===== config.mk =====
export PLATFORM = sky130hd
export DESIGN_NAME = sel_mux_reg
export DESIGN_NICKNAME = d
export VERILOG_FILES = /design/src/rtl/sel_mux_reg.sv
export SDC_FILE = /design/constraint.sdc
export NUM_CORES = 1
export LEC_CHECK = 0
export ABC_AREA = 1
export BUFFER_PORTS_ARGS = -buffer_cell sky130_fd_sc_hd__buf_2
export CORE_AREA = 5 5 42 44
export DETAILED_ROUTE_END_ITERATION = 12
export DIE_AREA = 0 0 47 49
export MAX_ROUTING_LAYER = met4
export PLACE_DENSITY = 0.66
export REMOVE_ABC_BUFFERS = 1
export SKIP_LAST_GASP = 1
export SYNTH_ARGS = -nofsm -noshare
export SYNTH_HDL_FRONTEND = slang
export SYNTH_SLANG_ARGS = --single-unit

===== constraint.sdc =====
create_clock -name clk -period 1.6 [get_ports clk]
set_clock_uncertainty 0.15 [all_clocks]
set_input_delay 0.16 -clock clk [delete_from_list [all_inputs] [get_ports clk]]
set_output_delay 0.16 -clock clk [all_outputs]
set_load 0.02 [all_outputs]

===== src/rtl/sel_mux_reg.sv =====
// sel_mux_reg: N-to-1 lane mux with a combinational output and a valid-qualified registered copy.
// Latency: muxout/sel_err 0 cycles; muxout_q/sel_err_q/out_valid 1 cycle after the sampling edge.
// Backpressure: none; every in_valid beat is captured on the next rising edge.
module sel_mux_reg #(
    parameter int BIT_WIDTH = 4,
    parameter int DEPTH     = 4,
    parameter int SEL_WIDTH = 2
) (
    input  logic                       clk,
    input  logic                       rst_n,
    input  logic [BIT_WIDTH*DEPTH-1:0] dataIn,
    input  logic [SEL_WIDTH-1:0]       select,
    input  logic                       in_valid,
    output logic [BIT_WIDTH-1:0]       muxout,
    output logic                       sel_err,
    output logic [BIT_WIDTH-1:0]       muxout_q,
    output logic                       out_valid,
    output logic                       sel_err_q
);

    logic [BIT_WIDTH-1:0] muxout_d;
    logic                 sel_err_d;
    logic                 out_valid_d;
    logic                 out_valid_q;

    // An index that matches no lane falls through to zero data with the error flag raised.
    always_comb begin
        muxout  = '0;
        sel_err = 1'b1;
        for (int i = 0; i < DEPTH; i++) begin
            if (select == SEL_WIDTH'(i)) begin
                muxout  = dataIn[i*BIT_WIDTH +: BIT_WIDTH];
                sel_err = 1'b0;
            end
        end
    end

    always_comb begin
        out_valid_d = in_valid;
        muxout_d    = muxout_q;
        sel_err_d   = sel_err_q;
        if (in_valid) begin
            muxout_d  = muxout;
            sel_err_d = sel_err;
        end
    end

    always_ff @(posedge clk or negedge rst_n) begin
        if (!rst_n) begin
            muxout_q    <= '0;
            sel_err_q   <= 1'b0;
            out_valid_q <= 1'b0;
        end else begin
            muxout_q    <= muxout_d;
            sel_err_q   <= sel_err_d;
            out_valid_q <= out_valid_d;
        end
    end

    assign out_valid = out_valid_q;

endmodule


# After elaboration in Yosys (flattened, before gate mapping)
# Cells that the tools add are included.
# totals
register_bits	6
input_bits	21
output_inout_bits	11
wordCells	15
# classes
eq_ne	3
muxes	8
n_reduce_logical	1
# op_table
operator	n
4-bit 2-to-1 mux	4
2-bit == test (second input constant)	2
1-bit 2-to-1 mux	4
2-bit by 1-bit == test with 1-bit output (second input constant)	1
2-bit zero test	1

# Depth between registers and ports, before layout
# Gate-level depths: netlist of run 1.
# depth
ltp_word	5
depth_mapped	6
mapped_depth_nobuf	5

# Worst setup path after synthesis of run 1
# OpenSTA, ideal clock, no wires.
# synth_path
path_type	input-to-output
startpoint	in select[1]
endpoint	out muxout[0]
t_arrival_ps	785
t_required_ps	1290
slack_ps	505
stages	5
path_buffers	1
cell_sequence	buf_4 nor2_4 nand2_1 nand3_1 and2_1
# synth_via
elab_chain_len	5
word_cells_on_any_way	8
classes_between	eq/ne: 3; mux: 4; reduce/logical: 1
# synth_lines
item	line	rtl
start: declaration	12	input logic [SEL_WIDTH-1:0] select,
2-bit zero test	31	if (select == SEL_WIDTH'(i)) begin
4-bit 2-to-1 mux (3 in series)	31	
4-bit 2-to-1 mux (*)	31	
end: declaration	14	output logic [BIT_WIDTH-1:0] muxout,
# Every way passes the cells marked *; elsewhere a longest branch is shown, timed or not.

# Worst setup path after layout of run 1
# layout_path
startpoint	in select[0]
endpoint	out muxout[0]
# The elaborated chain is that of the path after synthesis.

==> results.py, run 1 <==
metrics = {
    "synthesis": {
        "yosys.area_share.simple_pct": 45.05,
        "synth_top_family_by_area": "simple AND/OR/NAND/NOR gates",
        "synth-compound-area-share_pct": 5.112,
        "yosys_warnings": 0,
        "synth_seq_area_share_pct": 38.34,
        "synth_seq_cells": 6,
        "synth_top_area_share_pct": 38.34,
        "synth_area_leader_cell": "dfrtp_1",
        "synthMuxAreaShare_pct": 0,
        "synth_area_leaders": "dfrtp_1 (38%), nand3_1 (15%), nand2_1 (12%)",
        "ys_types": 14,
        "synthesis.area_um2": 391.6,
        "synth_cells": 53,
        "syn_area_per_cell_um2": 7.389,
        "synthAdderAreaFrac_pct": 0,
        "synth_xor_area_share_pct": 0,
    },
    "detailed_routing": {
        "vias": 453,
        "wl_per_cell_um": 9.970,
        "drc": 0,
        "ant_nets": 0,
        "first_iter_violations": 5,
        "via_per_inst": 4.485,
        "firstDrtPassIters": 4,
        "totalWireLength_um": 1007,
    },
    "floorplanning": {
        "start_util_pct": 27.95,
        "die_w_um": 47,
        "core_um2": 1401,
        "dieArea_um2": 2303,
        "fp.dieH_um": 49,
        "fp-row-count": 14,
        "io_pins": 32,
    },
    "cells_and_area": {
        "fin_util_pct": 41.25,
        "multi_input_area_um2": 200.2,
        "n_antenna_cell": 0,
        "fin_area_um2": 578.1,
        "nFillCells": 152,
        "drive_gt1_share_pct": 42.35,
        "seqCellArea_um2": 150.1,
        "nNetsFinal": 108,
        "area_growth_syn_to_layout_pct": 47.60,
    },
    "critical_path": {
        "slowest_stage": "or2_0",
        "rr_worst_depth": 2,
        "cp.arrival_ns": 0.96,
        "cp_cell_sequence": "buf_2 -> nand2_2 -> or2_0 -> and2_1 -> buf_2",
        "required_ns": 1.29,
        "critPathLaunchType": "primary input",
        "regToRegEndpoint": "muxout_q[0]",
        "critPathBufInv": 2,
        "crit_top_cell": "buf_2",
        "ff2ff_setup_slack_ns": 0.85,
        "crit_fanout": 9,
        "worst_setup_path_end_kind": "output pin",
        "max_stage_delay_ns": 0.22,
        "cp_top_family": "simple AND/OR/NAND/NOR gates",
        "crit_type": "in2out",
        "r2r-start": "muxout_q[0]",
    },
    "clock_network": {
        "clk-insertion-delay-late_ns": 0.24,
        "cts_buffers": 3,
        "clkTransAtPathRegs_ns": 0.04,
        "cts_buffer_depth": 2,
        "cts_root_buffer": "clkbuf_4",
        "cts_tree": "done",
        "cts_sinks": 6,
        "htree_num_levels": 1,
        "postCtsSetupBuffers": 0,
    },
    "power": {
        "cellPowerDensity_nw_per_um2": 769.3,
        "leakagePower_nw": 0.3196,
        "peakVddDrop_uv": 218.1,
    },
    "flow_run": {
        "drv_cap": 0,
    },
    "grt": {
        "grt_pass1_vias": 411,
        "grt_pass1_wl_um": 1552,
        "grt_max_degree": 10,
        "grtUsageTotal_pct": 9.513,
        "grt_overflow": 0,
        "antenna_found_initial": 0,
    },
    "min_path": {
        "hold_class": "in2async",
    },
    "timing": {
        "max_freq_mhz": 788.1,
        "finalMaxSlewViolations": 0,
        "hold_viol": 0,
        "fin_tns_setup_ns": 0,
        "fin_crit_ns": 1.269,
        "layout_setup_ws_ns": 0.3311,
        "setup_violations": 0,
        "rsz0062_at_grt": "no",
        "post-route-period-util_pct": 79.31,
    },
    "placed_design": {
        "hpwl_um": 900.6,
        "postPlaceCellArea_um2": 535.5,
        "portBuffers": 30,
        "gp_congestion": 0.6895,
        "place_ws_ns": 0.3182,
    },
    "run_status": {
        "status": "complete, no violations",
    },
}
## worst register-to-register path, stage by stage, from the launching register on
cell and delay [ns]:
dfrtp_1 0.37, nand2_1 0.07, nand2_1 0.05
## through the flow
step / hold slack (ns) / cells / total power, W
after global placement: -0.1674 / 96 / 0.0003069
final: 0.1149 / 101 / 0.0004447
after global routing: 0.1477 / 101 / 0.0004731
after detailed placement: -0.1612 / 96 / 0.0003105
after CTS: 0.1086 / 101 / 0.0004540
after floorplan: -0.2856 / 50 / 0.0002451
## layer usage
layer | vias up | wire, um | track usage [%]
met5 | - | 0 | -
met4 | 0 | 25 | 6.912
met3 | 3 | 144 | 2.214
met2 | 31 | 394 | 12.44
met1 | 187 | 441 | 12.30
li1 | 232 | - | -
## logic make-up (layout without fill, tap and decap cells)
| group | after synthesis | in the layout |
|---|---|---|
| DFF | 6 | 6 |
| other | 1 | 1 |
| buffers and inverters | 7 | 39 |
| and+or+nand+nor | 35 | 35 |
| AOI/OAI and AO/OA | 4 | 4 |
## power by group
part	internal (W)	total (W)	switching, W
Sequential	0.000166	0.000172	0.00000669
Combinational	0.0000561	0.000137	0.0000810
Clock	0.0000846	0.000135	0.0000506
Total	0.000306	0.000445	0.000138
## cells in the mapped netlist, drive strengths merged
cell and n:
o21ai 4, dfrtp 6, inv 4, buf 3, nand3 12, or2 4
and2 4, conb 1, nor2 2, nand2 13
## worst max-delay path by stage
stage	end	startpoint	slack (ns)	depth (start not counted)
CTS	muxout[0]	select[0]	0.32	5
floorplan	muxout[0]	select[1]	0.67	4
global placement	muxout[0]	select[0]	0.34	5
finish	muxout[0]	select[0]	0.33	5
global route	muxout[2]	select[0]	0.25	5
detailed placement	muxout[0]	select[0]	0.32	5
## repair_timing
action                                 CTS  global route
resized for setup                        0             0
endpoints found under the hold margin    7             0
hold buffers                             2             0
## sequential cells by signal, indices dropped and copies added, names as in the netlist
name and count:
sel_err_q 1, muxout_q 4, out_valid 1
## placed cells by master (no fill, tap or decap)
cell type,count
or2_0,4
buf_2,30
nand2_2,1
nor2_1,1
and2_1,4
conb_1,1
dfrtp_1,6
inv_2,1
o21ai_0,4
nor2_4,1
clkbuf_4,3
nand2_1,12
dlygate4sd3_1,2
inv_1,3
nand3_1,12
## cell type report
type | count | area share, %
Inverter | 4 | 2.597
Tap cell | 16 | 3.463
Timing Repair Buffer | 32 | 29.44
Clock buffer | 3 | 3.896
Multi-Input combinational cell | 40 | 34.63
Sequential cell | 6 | 25.97
No activity file was read; power rests on OpenSTA's default activity.
==> inputs of run 2 (changes only) <==
==> constraint.sdc (replaced) <==
create_clock -name clk -period 1.25 [get_ports clk]
set_clock_uncertainty 0.15 [all_clocks]
set_input_delay 0.125 -clock clk [delete_from_list [all_inputs] [get_ports clk]]
set_output_delay 0.125 -clock clk [all_outputs]
set_load 0.02 [all_outputs]
==> results.py, run 2 (synthesis gave the netlist of run 1 again) <==
metrics = {
    "detailed_routing": {
        "firstDrtPassIters": 4,
        "via_per_inst": 4.475,
        "totalWireLength_um": 1015,
        "wl_per_cell_um": 10.05,
        "first_iter_violations": 4,
        "ant_nets": 0,
        "vias": 452,
        "drc": 0,
    },
    "power": {
        "cellPowerDensity_nw_per_um2": 979.1,
        "peakVddDrop_uv": 279.5,
        "seqPwrFrac_pct": 38.7,
        "switchingPower_w": 0.0001771,
        "leakagePower_nw": 0.3210,
        "intPower_w": 0.0003938,
        "sw_frac_of_total_pct": 31.02,
        "clockPowerShare_pct": 30.3,
        "power_w": 0.0005709,
        "pwr-share-comb_pct": 31.0,
    },
    "critical_path": {
        "rr_worst_depth": 2,
        "critPathLaunchType": "primary input",
        "ff2ff_setup_slack_ns": 0.50,
        "r2r-start": "muxout_q[0]",
        "worst_setup_path_end_kind": "output pin",
        "crit_fanout": 9,
        "cp.arrival_ns": 0.90,
        "crit_type": "in2out",
        "required_ns": 0.98,
        "crit_start": "select[0]",
    },
    "timing": {
        "finalMaxSlewViolations": 0,
        "fin_tns_setup_ns": 0,
        "rsz0062_at_grt": "no",
        "fin_crit_ns": 1.170,
        "layout_setup_ws_ns": 0.07995,
        "post-route-period-util_pct": 93.60,
        "max_freq_mhz": 854.7,
        "hold_viol": 0,
        "setup_violations": 0,
    },
    "placed_design": {
        "gp_congestion": 0.6895,
        "place_ws_ns": 0.03821,
        "portBuffers": 30,
        "hpwl_um": 900.6,
    },
    "run_status": {
        "status": "complete, no violations",
    },
    "floorplanning": {
        "io_pins": 32,
        "dieArea_um2": 2303,
        "core_um2": 1401,
        "start_util_pct": 27.95,
        "fp-row-count": 14,
        "fp.dieH_um": 49,
        "die_w_um": 47,
    },
    "cells_and_area": {
        "n_antenna_cell": 0,
        "largest_register_ffs": 4,
        "layout_commonest_cell": "buf_2",
        "drive_gt1_share_pct": 42.35,
        "nNetsFinal": 108,
        "regMostFlops": "muxout_q",
        "layout_common_cells": "buf_2 (28), nand2_1 (12), nand3_1 (12)",
        "area_growth_syn_to_layout_pct": 48.88,
    },
    "clock_network": {
        "cts_root_buffer": "clkbuf_4",
        "cts_buffer_depth": 2,
        "clkTransAtPathRegs_ns": 0.04,
        "cts_buffers": 3,
        "cts_sinks": 6,
        "postCtsSetupBuffers": 0,
        "clk-insertion-delay-late_ns": 0.24,
        "htree_num_levels": 1,
        "cts_tree": "done",
    },
    "grt": {
        "grtUsageTotal_pct": 9.513,
        "grt_pass1_vias": 411,
        "grt_max_degree": 10,
        "antenna_found_initial": 0,
        "grt_overflow": 0,
        "grt_pass1_wl_um": 1552,
    },
    "flow_run": {
        "drv_cap": 0,
    },
    "min_path": {
        "hold_class": "in2async",
    },
}
## run 2: stage by stage
| step | hold WS, ns | instances | cell area [um2] | util (%) |
|---|---|---|---|---|
| after floorplan | -0.3206 | 50 | 365.4 | - |
| after global placement | -0.2024 | 96 | 535.5 | 38.21 |
| final | 0.07988 | 101 | 583.1 | 41.61 |
| after CTS | 0.07358 | 101 | 578.1 | 41.25 |
| after global routing | 0.1127 | 101 | 583.1 | 41.61 |
| after detailed placement | -0.1962 | 96 | 535.5 | 38.21 |
## run 2: worst max-delay path, cell delays in order
cell and delay (ns):
clkbuf_4 0.17, nand2_2 0.07, or2_0 0.21, and2_1 0.16
buf_2 0.15
## run 2: cell type report
class	count	area [um2]
Tap cell	16	20.02
Timing Repair Buffer	32	175.2
Fill cell	152	818.3
Inverter	4	15.01
Multi-Input combinational cell	40	200.2
Clock buffer	3	22.52
Sequential cell	6	150.1
## run 2: power groups by stage
| stage | Sequential, W | Clock (W) | Combinational [W] |
|---|---|---|---|
| after detailed placement | 0.000224 | 0 | 0.000174 |
| after global routing | 0.000222 | 0.000190 | 0.000195 |
| after CTS | 0.000221 | 0.000181 | 0.000179 |
| final | 0.000221 | 0.000173 | 0.000177 |
| after floorplan | 0.000245 | 0 | 0.0000689 |
| after global placement | 0.000223 | 0 | 0.000170 |
## run 2: final timing paths
check                                   end
worst max-delay path              muxout[0]
worst min-delay path            muxout_q[1]
worst max register to register  muxout_q[0]
worst min register to register    sel_err_q
max in group asynchronous       muxout_q[2]
min in group clk                muxout_q[1]
## run 2: timing repair
action / 4_1_cts / 5_1_grt
resized for setup: 0 / 2
endpoints found under the setup margin: 0 / 4
hold endpoints to repair: 8 / 0
hold buffers: 2 / 0
## run 2: layer usage
layer | track usage (%) | wire (um) | part of all wire, %
met5 | - | 0 | 0
met4 | 6.912 | 25 | 2.5
met3 | 2.214 | 146 | 14
met2 | 12.44 | 404 | 40
met1 | 12.30 | 439 | 43
==> inputs of run 3 (changes only) <==
--- a/config.mk
+++ b/config.mk
@@ -5,13 +5,12 @@
 export SDC_FILE = /design/constraint.sdc
 export NUM_CORES = 1
 export LEC_CHECK = 0
-export ABC_AREA = 1
 export BUFFER_PORTS_ARGS = -buffer_cell sky130_fd_sc_hd__buf_2
 export CORE_AREA = 5 5 42 44
 export DETAILED_ROUTE_END_ITERATION = 12
 export DIE_AREA = 0 0 47 49
 export MAX_ROUTING_LAYER = met4
-export PLACE_DENSITY = 0.66
+export PLACE_DENSITY = 0.65
 export REMOVE_ABC_BUFFERS = 1
 export SKIP_LAST_GASP = 1
 export SYNTH_ARGS = -nofsm -noshare
==> results.py, run 3 <==
metrics = {
    "clock_network": {
        "htree_num_levels": 1,
        "cts_buffers": 3,
        "cts_sinks": 6,
        "cts_root_buffer": "clkbuf_4",
        "cts_tree": "done",
        "cts_buffer_depth": 2,
        "clkTransAtPathRegs_ns": 0.05,
        "clk-insertion-delay-late_ns": 0.24,
        "postCtsSetupBuffers": 0,
    },
    "critical_path": {
        "path_depth": 4,
        "r2r-start": "muxout_q[0]",
        "critPathLaunchType": "primary input",
        "cp_cell_sequence": "buf_2 -> mux2i_2 -> mux2i_1 -> buf_2",
        "crit_top_cell": "buf_2",
        "slowest_stage": "mux2i_2",
        "crit_type": "in2out",
        "max_stage_delay_ns": 0.28,
        "worst_setup_path_end_kind": "output pin",
        "rr_worst_depth": 2,
        "cp.arrival_ns": 0.90,
        "regToRegEndpoint": "muxout_q[0]",
        "crit_fanout": 8,
        "critPathBufInv": 2,
        "cp_top_family": "buffers and inverters",
        "required_ns": 0.98,
        "ff2ff_setup_slack_ns": 0.40,
    },
    "detailed_routing": {
        "vias": 361,
        "firstDrtPassIters": 2,
        "drc": 0,
        "ant_nets": 0,
        "totalWireLength_um": 1050,
        "via_per_inst": 4.457,
        "first_iter_violations": 3,
        "wl_per_cell_um": 12.96,
    },
    "cells_and_area": {
        "regMostFlops": "muxout_q",
        "largest_register_ffs": 4,
        "fin_util_pct": 41.25,
        "multi_input_area_um2": 215.2,
        "nFillCells": 150,
        "drive_gt1_share_pct": 55.38,
        "seqCellArea_um2": 150.1,
        "layout_commonest_cell": "buf_2",
        "area_growth_syn_to_layout_pct": 51.48,
        "n_antenna_cell": 0,
        "layout_common_cells": "buf_2 (30), mux2i_1 (10), dfrtp_1 (6)",
        "nNetsFinal": 88,
    },
    "timing": {
        "rsz0062_at_grt": "no",
        "hold_viol": 0,
        "max_freq_mhz": 849.3,
        "finalMaxSlewViolations": 0,
        "fin_tns_setup_ns": 0,
        "fin_crit_ns": 1.177,
        "whs_ns": 0.07706,
        "post-route-period-util_pct": 94.19,
        "setup_violations": 0,
    },
    "synthesis": {
        "synth_enable_flop_cells": 0,
        "synth_seq_cells": 6,
        "yosys.area_share.simple_pct": 12.79,
        "synth_top_area_share_pct": 39.34,
        "synth_area_leaders": "dfrtp_1 (39%), mux2i_1 (31%), o221ai_1 (9.2%)",
        "yosysMostFrequentCell": "mux2i_1",
        "synth_common_cells": "mux2i_1 (12), dfrtp_1 (6), nand2b_1 (4), o221ai_1 (4)",
        "synth_xor_area_share_pct": 0,
        "synth_top_family_by_area": "multiplexers",
        "synth_cells": 33,
        "synth-compound-area-share_pct": 9.180,
        "syn_area_per_cell_um2": 11.56,
        "synth_area_leader_cell": "dfrtp_1",
        "yosys_warnings": 0,
        "ys_types": 11,
        "ys_async_sr_fraction_pct": 100.0,
        "ys.flop_type": "dfrtp_1",
        "synth_seq_area_share_pct": 39.34,
        "synthMuxAreaShare_pct": 31.48,
        "synthesis.area_um2": 381.6,
        "synthAdderAreaFrac_pct": 0,
    },
    "power": {
        "leakagePower_nw": 0.3168,
        "cellPowerDensity_nw_per_um2": 1026,
        "peakVddDrop_uv": 456.5,
    },
    "floorplanning": {
        "fp-row-count": 14,
        "die_w_um": 47,
        "fp.dieH_um": 49,
        "start_util_pct": 27.23,
        "dieArea_um2": 2303,
        "io_pins": 32,
        "core_um2": 1401,
    },
    "grt": {
        "grt_overflow": 0,
        "grt_pass1_wl_um": 1600,
        "antenna_found_initial": 0,
        "grt_pass1_vias": 395,
        "grtUsageTotal_pct": 9.956,
        "grt_max_degree": 9,
    },
    "run_status": {
        "status": "complete, no violations",
    },
    "placed_design": {
        "portBuffers": 30,
        "gp_congestion": 0.6057,
        "hpwl_um": 864.4,
    },
    "min_path": {
        "hold_class": "in2async",
    },
    "flow_run": {
        "drv_cap": 0,
    },
}
## run 3: worst max-delay path by stage
stage          slack, ns          end   startpoint
2_1_floorplan       0.35  muxout_q[0]  muxout_q[0]
5_1_grt            0.003    muxout[0]    select[0]
3_3_place_gp         0.1    muxout[0]    select[0]
3_5_place_dp        0.07    muxout[0]    select[0]
4_1_cts             0.07  muxout_q[0]     in_valid
6_report            0.07    muxout[0]    select[0]
## run 3: layout make-up
type	instances	area share, %
sequential	6	25.97
timing repair buffer	32	29.44
clock buffer	3	3.896
multi-input combinational	24	37.23
tap	16	3.463
## run 3: routing by layer
| metal | wire [um] | up-vias | share of wire, % | GRT usage (%) |
|---|---|---|---|---|
| met5 | 0 | - | 0 | - |
| met1 | 431 | 159 | 41 | 11.88 |
| met4 | 0 | 0 | 0 | 6.912 |
| met3 | 99 | 0 | 9.4 | 2.583 |
| li1 | - | 184 | - | - |
| met2 | 518 | 18 | 49 | 14.03 |
## run 3: cells by family after synthesis
| kind of cell | Yosys count |
|---|---|
| multiplexers | 12 |
| AND/OR/NAND/NOR | 7 |
| flip-flops | 6 |
| AO/OA/AOI/OAI | 4 |
| buffers and inverters | 3 |
| other | 1 |
## run 3: timing repair
action	in CTS	in global routing
hold buffers	2	0
setup endpoints to repair	0	1
resized for setup	0	2
hold endpoints to repair	8	0
## run 3: worst reg2reg max path, stage by stage (launching register included)
cell	delay, ns
dfrtp_1	0.38
nand2b_1	0.07
o221ai_1	0.11
## run 3: where the power goes
part | leakage [nW] | total, W | switching (W) | internal, W
clock network | 0.0138 | 0.000183 | 0.0000736 | 0.000109
registers | 0.0748 | 0.000222 | 0.00000898 | 0.000213
logic | 0.228 | 0.000189 | 0.000105 | 0.0000834
## run 3: metrics by stage
stage	cell area, um2	worst slack [ns]	power, W	instances
after floorplan	357.8	0.3489	0.0003200	30
after global placement	528.0	0.09630	0.0004052	76
after detailed placement	528.0	0.07164	0.0004067	76
after CTS	570.5	0.07164	0.0006031	81
after global routing	578.1	0.003044	0.0006288	81
final	578.1	0.07257	0.0005930	81
